===== src/rtl/vending_machine_multi.sv =====
// vending_machine_multi: multi-coin, multi-product vending controller with unit-pulse change return
module vending_machine_multi #(
  parameter int NUM_COINS = 2,
  parameter int CREDIT_W = 12,
  parameter logic [NUM_COINS*CREDIT_W-1:0] COIN_VALUES = {12'd150, 12'd100},
  parameter int NUM_PROD = 4,
  parameter logic [NUM_PROD*CREDIT_W-1:0] PRICES = {12'd100, 12'd150, 12'd250, 12'd200},
  parameter int MAX_CREDIT = 1000,
  parameter int CHANGE_UNIT = 50
) (
  input  logic                        clk,
  input  logic                        reset,
  input  logic [NUM_COINS-1:0]        coin,
  input  logic                        sel_valid,
  input  logic [$clog2(NUM_PROD)-1:0] sel_id,
  input  logic                        cancel,
  output logic                        dispense,
  output logic [$clog2(NUM_PROD)-1:0] dispense_id,
  output logic                        change,
  output logic                        coin_reject,
  output logic                        sel_denied,
  output logic [CREDIT_W-1:0]         credit,
  output logic                        busy
);
  localparam int SW = $clog2(NUM_PROD);
  localparam logic [CREDIT_W:0] MAX = (CREDIT_W+1)'(MAX_CREDIT);
  localparam logic [CREDIT_W-1:0] UNIT = CREDIT_W'(CHANGE_UNIT);
  for (genvar i = 0; i < NUM_COINS; i++) begin : g_coin_chk
    localparam int v = int'(COIN_VALUES[i*CREDIT_W +: CREDIT_W]);
    if (v == 0 || v > MAX_CREDIT || v % CHANGE_UNIT != 0) begin : g_bad
      $error("invalid coin value %0d", v);
    end
  end
  for (genvar i = 0; i < NUM_PROD; i++) begin : g_price_chk
    localparam int v = int'(PRICES[i*CREDIT_W +: CREDIT_W]);
    if (v == 0 || v > MAX_CREDIT || v % CHANGE_UNIT != 0) begin : g_bad
      $error("invalid price %0d", v);
    end
  end
  typedef enum logic [1:0] {IDLE, CREDIT, VEND, CHANGE} state_t;
  state_t state, state_n;
  logic [CREDIT_W-1:0] credit_n, coin_val, price;
  logic [CREDIT_W:0] sum;
  logic [SW-1:0] id_n;
  logic disp_n, chg_n, rej_n, den_n, sel_in;
  always_comb begin
    coin_val = '0;
    price = '0;
    sel_in = 1'b0;
    for (int i = 0; i < NUM_COINS; i++)
      coin_val = coin[i] ? coin_val | COIN_VALUES[i*CREDIT_W +: CREDIT_W] : coin_val;
    for (int i = 0; i < NUM_PROD; i++) begin
      price = (sel_id == SW'(i)) ? PRICES[i*CREDIT_W +: CREDIT_W] : price;
      sel_in = sel_in | (sel_id == SW'(i));
    end
    sum = {1'b0, credit} + {1'b0, coin_val};
    state_n = state;
    credit_n = credit;
    id_n = dispense_id;
    disp_n = 1'b0;
    chg_n = 1'b0;
    rej_n = 1'b0;
    den_n = 1'b0;
    if (state == VEND || state == CHANGE) begin
      rej_n = coin != '0;
      den_n = sel_valid;
      chg_n = credit != '0;
      state_n = credit != '0 ? CHANGE : IDLE;
      credit_n = credit != '0 ? credit - UNIT : credit;
    end else if (cancel && credit != '0) begin
      rej_n = coin != '0;
      chg_n = 1'b1;
      state_n = CHANGE;
      credit_n = credit - UNIT;
    end else if (sel_valid) begin
      rej_n = coin != '0;
      if (sel_in && price <= credit) begin
        disp_n = 1'b1;
        id_n = sel_id;
        state_n = VEND;
        credit_n = credit - price;
      end else begin
        den_n = 1'b1;
      end
    end else if (coin != '0) begin
      if ($onehot(coin) && sum <= MAX) begin
        credit_n = sum[CREDIT_W-1:0];
        state_n = CREDIT;
      end else begin
        rej_n = 1'b1;
      end
    end
  end
  always_ff @(posedge clk) begin
    if (reset) begin
      state <= IDLE;
      credit <= '0;
      dispense_id <= '0;
      dispense <= 1'b0;
      change <= 1'b0;
      coin_reject <= 1'b0;
      sel_denied <= 1'b0;
    end else begin
      state <= state_n;
      credit <= credit_n;
      dispense_id <= id_n;
      dispense <= disp_n;
      change <= chg_n;
      coin_reject <= rej_n;
      sel_denied <= den_n;
    end
  end
  assign busy = state == VEND || state == CHANGE;
endmodule

===== config.mk =====
export PLATFORM = sky130hd
export DESIGN_NAME = vending_machine_multi
export DESIGN_NICKNAME = d
export VERILOG_FILES = /design/src/rtl/vending_machine_multi.sv
export SDC_FILE = /design/constraint.sdc
export NUM_CORES = 1
export LEC_CHECK = 0
export BUFFER_PORTS_ARGS = -buffer_cell sky130_fd_sc_hd__buf_2
export CELL_PAD_IN_SITES_DETAIL_PLACEMENT = 0
export CELL_PAD_IN_SITES_GLOBAL_PLACEMENT = 2
export CORE_MARGIN = 2
export CORE_UTILIZATION = 34
export CTS_CLUSTER_DIAMETER = 150
export CTS_CLUSTER_SIZE = 30
export DETAILED_ROUTE_END_ITERATION = 12
export PLACE_DENSITY = 0.89
export SLEW_MARGIN = 10
export SYNTH_ARGS = -nofsm -noshare
export SYNTH_HDL_FRONTEND = slang
export SYNTH_SLANG_ARGS = --single-unit

===== constraint.sdc =====
create_clock -name clk -period 4.1 [get_ports clk]
set_clock_uncertainty 0.1 [all_clocks]
set_input_delay 0.41 -clock clk [delete_from_list [all_inputs] [get_ports clk]]
set_output_delay 0.41 -clock clk [all_outputs]
set_load 0.005 [all_outputs]

==> results of run 1 <==
-- kinds of logic after synthesis --
logic type	count (synthesis)	synth area share (%)
AND/OR/NAND/NOR	104	25.8
AO/OA/AOI/OAI	90	30.6
buffers and inverters	31	5.93
adder cells (fa/ha/maj)	24	14.4
flip-flops	18	16.4
multiplexers	8	3.99
XOR/XNOR	7	2.79
other	1	0.171
-- worst min-delay path: stages --
cell and delay [ps]:
buf_2 120, mux2i_1 70, nor2_1 70
-- final timing paths --
path                   from              to  slack (ps)  cells past startpoint
min reg2reg  dispense_id[0]  dispense_id[0]         400                      2
min               sel_id[1]  dispense_id[1]         340                      3
max reg2reg       credit[2]      credit[10]         510                      9
max               credit[2]      credit[10]         510                      9
-- synth_stat cells (all sizes together), types with 5 or more instances --
cell    instances
nor2           24
ha             22
dfxtp          18
o21ai          18
nor3           16
a21oi          15
inv            14
nand2          14
clkbuf         11
a211oi         10
nand2b          9
nand3           7
nor2b           6
xnor2           6
buf             5
mux2i           5
o21a            5
or4             5
-- registers in the layout, summed over array words and instances (netlist names) --
register     flops
credit          11
dispense_id      2
change           1
coin_reject      1
dispense         1
sel_denied       1
state            1
-- layout make-up --
| class | instances | area, um2 | area share (%) |
|---|---|---|---|
| clock buffers | 4 | 55.1 | 2.28 |
| flip-flops and latches | 18 | 360 | 14.9 |
| well taps | 77 | 96.3 | 3.98 |
| multi-input cells | 234 | 1700 | 70.4 |
| inverters | 15 | 56.3 | 2.33 |
| repair buffers | 28 | 148 | 6.10 |
-- metrics by stage --
step           area (um2)  utilization [%]  setup slack, ps  instances
6_report             2420             38.3              514        376
5_1_grt              2420             38.3              281        376
3_3_place_gp         2360             37.5              457        372
4_1_cts              2420             38.3              506        376
3_5_place_dp         2360             37.5              406        372
2_1_floorplan        2190                -              629        283
-- power by group --
group	total (mW)	switching, mW	internal, mW
Combinational	1.11	0.634	0.480
Clock	0.152	0.0669	0.0854
Sequential	0.354	0.125	0.229
-- metal layers --
metal	wire [um]	track usage (%)	part of all wire [%]
met1	3230	27.9	48
met2	3160	32.3	47
met3	244	1.67	3.7
met4	41	3.32	0.61
met5	0	0	0
==> qor.yml, run 1 <==
status: "finished, final reports clean"
power.leakage_nw: 1.01
via_per_inst: 5.90
dp_hpwl_um: 5180
clkSinkCount: 18
track_usage_pct: 19.5
mostFrequentLayoutCell: "buf_2"
dieArea_um2: 7110
drt.antenna.violating_nets: 0
synth_ff_type: "dfxtp_1"
grt_max_degree: 29
timing.final.crit_share_pct: 87.5
ir_drop_uv: 250
dr.pass1.iters: 4
hold_violations: 0
async_flop_share_pct: 0
portBuffers: 25
route.detailed.drc: 0
cts_buffer_depth: 2
cp_slowest_cell: "or4_4"
rsz0062_at_grt: "false"
netlist.area_leader.share_pct: 16.4
max_stage_delay_ps: 590
h-tree-depth: 1
gr-total-overflow: 0
maxCapViolations: 0
synth-seq-cells: 18
postSynthAreaPerCell_um2: 7.75
synth_nets: 315
ctsResizeCount: 0
nets: 332
layout_common_cells: "buf_2, nor2_1, ha_1"
cp_top_family: "compound AO/OA/AOI/OAI gates"
path_clk_slew_ps: 80
powerDensity_nw_per_um2: 669
drtIter0Drc: 128
boundaryPins: 27
die_y_um: 84.3
dieWidth_um: 84.3
fmax_mhz: 279
initial_core_util_pct: 34.8
setup_viol: 0
clockRootBuffer: "clkbuf_8"
synth_area_leader_cell: "dfxtp_1"
path_buf_inv: 1
drive_above_1_share_pct: 15.7
cts-hold-fix-buffers: 0
maxSlewHeadroom_pct: 51.9
hold_slack_ps: 345
cp_max_fo: 7
cts_buffers: 3
grt_pass1_vias: 2208
cp-start-kind: "register"
yosys-top-cells-area: "dfxtp_1, ha_1, nor2_1"
slew_viol_final: 0
grt_first_pass_wirelength_um: 11300
cts_tree: "done"
row_count: 29
hold_path.class: "input port to register"
syn2layout_area_growth_pct: 10.3
synth-edff-count: 0
yosysSeqAreaShare_pct: 16.4
synthCells: 283
postCtsSetupBuffers: 0
synth_area_um2: 2190
fillers: 693
insertion_delay_ps: 260
vias: 2217
routedWlPerCell_um: 17.8
tightest_slew_ps: 722
criticalPathCategory: "register to register"
critPathRequiredTime_ps: 4150
antenna_found_initial: 0
ys.warnings.count: 0
total_power_mw: 1.62
layout_min_cycle_time_ps: 3590
routed_wl_um: 6680
core_um2: 6310
final.setup.tns_ps: 0
cp-end-kind: "register"
finalWeightedCongestion: 0.859
worstPathArrival_ps: 3640
path_cells: "inv_1, fa_1, nand4b_2, a2111oi_2, a2111oi_1, or4_4, o211a_4, o21ai_0, mux2_2"
netlist-cell-type-count: 68
n_antenna_cell: 0
Note: power is estimated with default switching activity, not from simulation.
==> run 2, diff against run 1 <==
--- a/config.mk
+++ b/config.mk
@@ -8,9 +8,10 @@
 export BUFFER_PORTS_ARGS = -buffer_cell sky130_fd_sc_hd__buf_2
 export CELL_PAD_IN_SITES_DETAIL_PLACEMENT = 0
 export CELL_PAD_IN_SITES_GLOBAL_PLACEMENT = 2
+export CORE_ASPECT_RATIO = 1.4
 export CORE_MARGIN = 2
 export CORE_UTILIZATION = 34
-export CTS_CLUSTER_DIAMETER = 150
+export CTS_CLUSTER_DIAMETER = 100
 export CTS_CLUSTER_SIZE = 30
 export DETAILED_ROUTE_END_ITERATION = 12
 export PLACE_DENSITY = 0.89
==> constraint.sdc (replaced) <==
create_clock -name clk -period 4.1 [get_ports clk]
set_clock_uncertainty 0.1 [all_clocks]
set_input_delay 0.205 -clock clk [delete_from_list [all_inputs] [get_ports clk]]
set_output_delay 0.205 -clock clk [all_outputs]
set_load 0.005 [all_outputs]
==> run 2 against run 1 <==
Net effect: clock-buffer cell count unchanged; power down 0.13%; sequential cell count unchanged; global-route usage down 0.42 points; wire length down 0.57%; combinational power about the same; final cell count down 1.1%; die area up 0.13%; sequential power down 6.5%; critical path depth unchanged; clock power about the same; largest cell class unchanged.
==> qor.yml, run 2 (same netlist as run 1, synthesis figures left out) <==
hold_path.class: "input port to register"
cp_max_fo: 7  # unchanged
cp_slowest_cell: "or4_4"
route.detailed.drc: 0  # unchanged
largest_reg_flops: 11  # unchanged
cts_buffers: 3  # unchanged
routed_wl_um: 6640  # -0.57%
fillers: 661  # -4.6%
grt_pass1_vias: 2176  # -1.4%
fin_util_pct: 39.0  # +0.65 points
n_antenna_cell: 0  # unchanged
status: "finished, final reports clean"
layout_min_cycle_time_ps: 3750  # +166 ps
cts-hold-fix-buffers: 0  # unchanged
maxCapViolations: 0  # unchanged
via_per_inst: 5.98  # +1.3%
timing.final.crit_share_pct: 91.5  # +4.0 points
power.leakage_nw: 1.01  # +0.54%
regMostFlops: "credit"
grt_use_met3_pct: 1.84  # +0.17 points
max_stage_delay_ps: 590  # about the same
dr.pass1.iters: 4  # unchanged
criticalPathCategory: "register to register"
clkSinkCount: 18  # unchanged
rsz0062_at_grt: "false"
grt_max_degree: 29  # unchanged
boundaryPins: 27  # unchanged
powerDensity_nw_per_um2: 668  # -0.18%
h-tree-depth: 1  # unchanged
path_buf_inv: 1  # unchanged
cts_tree: "done"
vias: 2223  # +0.27%
final.setup.tns_ps: 0  # unchanged
path_cells: "inv_1, fa_1, nand4b_2, a2111oi_2, a2111oi_1, or4_4, o211a_4, o21ai_0, mux2_2"
routedWlPerCell_um: 17.8  # +0.50%
maxSlewHeadroom_pct: 53.3  # +1.5 points
dieArea_um2: 7120  # +0.13%
reg.largest.list: "credit: 11 flops, dispense_id: 2 flops"
layout_common_cells: "buf_2, nor2_1, ha_1"
total_power_mw: 1.62  # -0.13%
portBuffers: 25  # unchanged
cp_top_family: "compound AO/OA/AOI/OAI gates"
track_usage_pct: 19.0  # -0.42 points
nets: 333  # +0.30%
drt.antenna.violating_nets: 0  # unchanged
postCtsSetupBuffers: 0  # unchanged
cp-start-kind: "register"
worstPathArrival_ps: 3800  # +160 ps
path_clk_slew_ps: 70  # about the same
setup_viol: 0  # unchanged
insertion_delay_ps: 260  # about the same
ir_drop_uv: 219  # -12%
initial_core_util_pct: 35.3  # +0.57 points
hold_violations: 0  # unchanged
die_y_um: 99.1  # +17%
syn2layout_area_growth_pct: 10.3  # about the same
grt_busiest_layer: "met2"
critPathRequiredTime_ps: 4150  # about the same
fmax_mhz: 267  # -4.4%
cts_buffer_depth: 2  # unchanged
gr-total-overflow: 0  # unchanged
slew_viol_final: 0  # unchanged
antenna_found_initial: 0  # unchanged
grt_use_met1_pct: 21.6  # -6.3 points
mostFrequentLayoutCell: "buf_2"
finalWeightedCongestion: 0.863  # +0.49%
ctsResizeCount: 0  # unchanged
dieWidth_um: 71.9  # -15%
drtIter0Drc: 60  # -53%
dp_hpwl_um: 5250  # +1.4%
drive_above_1_share_pct: 16.0  # +0.28 points
cp-end-kind: "register"
clockRootBuffer: "clkbuf_8"
grt_first_pass_wirelength_um: 10700  # -5.7%
row_count: 34  # +17%
core_um2: 6210  # -1.6%
tightest_slew_ps: 700  # -22.2 ps
grtUsageMet2_pct: 35.3  # +3.0 points
[run 2: changes by cell type in the layout (fill, tap and decap cells not counted), sizes merged]
cell  change
buf       +1
[run 2: layer usage]
metal	vias up	share of wire [%]
met5	-	0
met4	0	2.2
met3	9	3.1
met2	54	53
met1	1055	41
li1	1105	-
[run 2: worst paths after layout]
kind | endpoint | slack, ps | start | depth (start not counted)
worst max-delay path | credit[10] | 350 | credit[2] | 9
worst min-delay path | sel_denied | 150 | cancel | 4
worst max register to register | credit[10] | 350 | credit[2] | 9
worst min register to register | dispense_id[0] | 400 | dispense_id[0] | 2
[run 2: stage by stage]
stage                     setup slack (ps)  cell area (um2)  std cells  hold WS, ps
final                                  348             2420        372          150
after global routing                   160             2420        372          192
after CTS                              354             2420        372          152
after detailed placement               347             2370        368          391
after global placement                 494             2370        368          374
after floorplan                        685             2190        283          249
[run 2: area by class of cell]
cell class	instances	area, um2	share of cell area [%]
clock buffer	4	55.1	2.27
inverter	15	56.3	2.33
multi-input combinational	234	1700	70.4
sequential	18	360	14.9
tap	72	90.1	3.72
timing repair buffer	29	155	6.41
[run 2: tightest hold or removal path: stages]
cell,delay [ps]
buf_2,80
a21oi_1,50
nor2_1,80
nor3_1,50
[run 2: where the power goes]
group / total (mW) / switching (mW) / internal [mW]
registers: 0.331 / 0.102 / 0.229
logic: 1.14 / 0.656 / 0.480
clock network: 0.150 / 0.0646 / 0.0855
==> run 3, diff against run 2 <==
--- a/config.mk
+++ b/config.mk
@@ -6,15 +6,15 @@
 export NUM_CORES = 1
 export LEC_CHECK = 0
 export BUFFER_PORTS_ARGS = -buffer_cell sky130_fd_sc_hd__buf_2
-export CELL_PAD_IN_SITES_DETAIL_PLACEMENT = 0
+export CELL_PAD_IN_SITES_DETAIL_PLACEMENT = 1
 export CELL_PAD_IN_SITES_GLOBAL_PLACEMENT = 2
 export CORE_ASPECT_RATIO = 1.4
 export CORE_MARGIN = 2
 export CORE_UTILIZATION = 34
-export CTS_CLUSTER_DIAMETER = 100
 export CTS_CLUSTER_SIZE = 30
 export DETAILED_ROUTE_END_ITERATION = 12
 export PLACE_DENSITY = 0.89
+export SKIP_CTS_REPAIR_TIMING = 1
 export SLEW_MARGIN = 10
 export SYNTH_ARGS = -nofsm -noshare
 export SYNTH_HDL_FRONTEND = slang
==> run 3 against run 2 <==
Net effect: utilization unchanged; worst setup slack improved by 22 ps; final cell count unchanged; highest routed layer unchanged.
==> qor.yml, run 3 (same netlist as run 1, synthesis figures left out) <==
core_um2: 6210  # unchanged
criticalPathCategory: "register to register"
hold_path.class: "input port to register"
portBuffers: 25  # unchanged
gr-total-overflow: 0  # unchanged
combPwrFrac_pct: 70.3  # about the same
cts_tree: "done"
antenna_found_initial: 0  # unchanged
total_power_mw: 1.64  # +1.4%
clockPowerShare_pct: 9.2  # about the same
status: "finished, final reports clean"
track_usage_pct: 21.1  # +2.0 points
routed_wl_um: 7190  # +8.4%
swShare_pct: 51.4  # +0.57 points
insertion_delay_ps: 260  # about the same
initial_core_util_pct: 35.3  # unchanged
layout_common_cells: "buf_2, nor2_1, ha_1"
row_count: 34  # unchanged
cp_max_fo: 9  # +2
boundaryPins: 27  # unchanged
met1_length_um: 2910  # +5.8%
cp_slowest_cell: "or4_4"
rsz0062_at_grt: "false"
finalWeightedCongestion: 0.863  # unchanged
dieWidth_um: 71.9  # unchanged
p_sw_mw: 0.844  # +2.6%
dr.pass1.iters: 4  # unchanged
max_stage_delay_ps: 590  # about the same
reg.largest.list: "credit: 11 flops, dispense_id: 2 flops"
fin_cells: 372  # unchanged
drive_above_1_share_pct: 16.0  # unchanged
layout_min_cycle_time_ps: 3730  # -22.3 ps
grt_pass1_vias: 2435  # +12%
syn2layout_area_growth_pct: 10.3  # unchanged
die_y_um: 99.1  # unchanged
timing.final.crit_share_pct: 91.0  # -0.54 points
cp-start-kind: "register"
maxSlewHeadroom_pct: 54.7  # +1.3 points
grt_max_degree: 29  # unchanged
dp.cells: 368  # unchanged
ir_drop_uv: 251  # +15%
via_per_inst: 6.06  # +1.4%
clkSinkCount: 18  # unchanged
wl_met2_um: 3820  # +7.9%
top_layer: "met4"
power_frac_seq_pct: 20.5  # about the same
cp_top_family: "compound AO/OA/AOI/OAI gates"
final.setup.tns_ps: 0  # unchanged
hold_violations: 0  # unchanged
largest_reg_flops: 11  # unchanged
tightest_slew_ps: 680  # -19.9 ps
intPower_mw: 0.797  # +0.23%
vias: 2255  # +1.4%
cp-end-kind: "register"
setup_viol: 0  # unchanged
n_antenna_cell: 0  # unchanged
path_buf_inv: 1  # unchanged
slew_viol_final: 0  # unchanged
worstPathArrival_ps: 3780  # -20 ps
dp_hpwl_um: 5710  # +8.8%
routedWlPerCell_um: 19.3  # +8.4%
wl_met3_um: 205  # -0.97%
maxCapViolations: 0  # unchanged
path_cells: "inv_1, fa_1, nand4b_2, a2111oi_2, a2111oi_1, or4_4, o211a_4, o21ai_4, mux2_4"
nets: 333  # unchanged
powerDensity_nw_per_um2: 678  # +1.4%
dieArea_um2: 7120  # unchanged
drtIter0Drc: 59  # -1.7%
regMostFlops: "credit"
cts_buffers: 3  # unchanged
drt.antenna.violating_nets: 0  # unchanged
clockRootBuffer: "clkbuf_8"
cts_buffer_depth: 2  # unchanged
critPathRequiredTime_ps: 4150  # about the same
fmax_mhz: 268  # +0.60%
route.detailed.drc: 0  # unchanged
fillers: 784  # +19%
h-tree-depth: 1  # unchanged
path_clk_slew_ps: 70  # about the same
grt_first_pass_wirelength_um: 11900  # +12%
mostFrequentLayoutCell: "buf_2"
power.leakage_nw: 1.01  # unchanged
[run 3: final timing paths]
kind              slack (ps)        endpoint           start  cells after the start
setup / recovery         370       credit[9]       credit[2]                      9
hold / removal           160      sel_denied          cancel                      4
setup reg to reg         370       credit[9]       credit[2]                      9
hold reg to reg          420  dispense_id[0]  dispense_id[0]                      2
[run 3: area by class of cell]
cell class	instances	area, um2	share of cell area, %
multi-input cells	234	1700	70.4
flip-flops and latches	18	360	14.9
repair buffers	29	155	6.41
well taps	72	90.1	3.72
inverters	15	56.3	2.33
clock buffers	4	55.1	2.27
[run 3: power groups by stage]
stage	Combinational, mW	Sequential, mW	Clock, mW
final	1.15	0.336	0.151
after global routing	1.28	0.347	0.162
after CTS	1.15	0.334	0.154
after detailed placement	1.14	0.337	0
after global placement	1.13	0.334	0
after floorplan	0.859	0.289	0
[run 3: routing by layer]
layer | global-route usage, % | vias to the layer above
met5 | 0 | -
met4 | 9.87 | 0
met3 | 1.94 | 20
met2 | 39.0 | 44
met1 | 23.6 | 1089
li1 | - | 1102
[run 3: per-stage QoR]
stage | utilization [%] | setup WS, ps | cell area, um2 | hold slack [ps]
floorplan | - | 685 | 2190 | 249
global placement | 38.1 | 494 | 2370 | 374
detailed placement | 38.1 | 360 | 2370 | 393
CTS | 39.0 | 350 | 2420 | 166
global route | 39.0 | 191 | 2420 | 226
finish | 39.0 | 371 | 2420 | 164
[run 3: worst reg2reg max path: stages, from the launching register on]
cell and delay [ps]:
dfxtp_1 490, inv_1 160, fa_1 530, nand4b_2 300, a2111oi_2 380, a2111oi_1 120
or4_4 590, o211a_4 290, o21ai_4 320, mux2_4 330
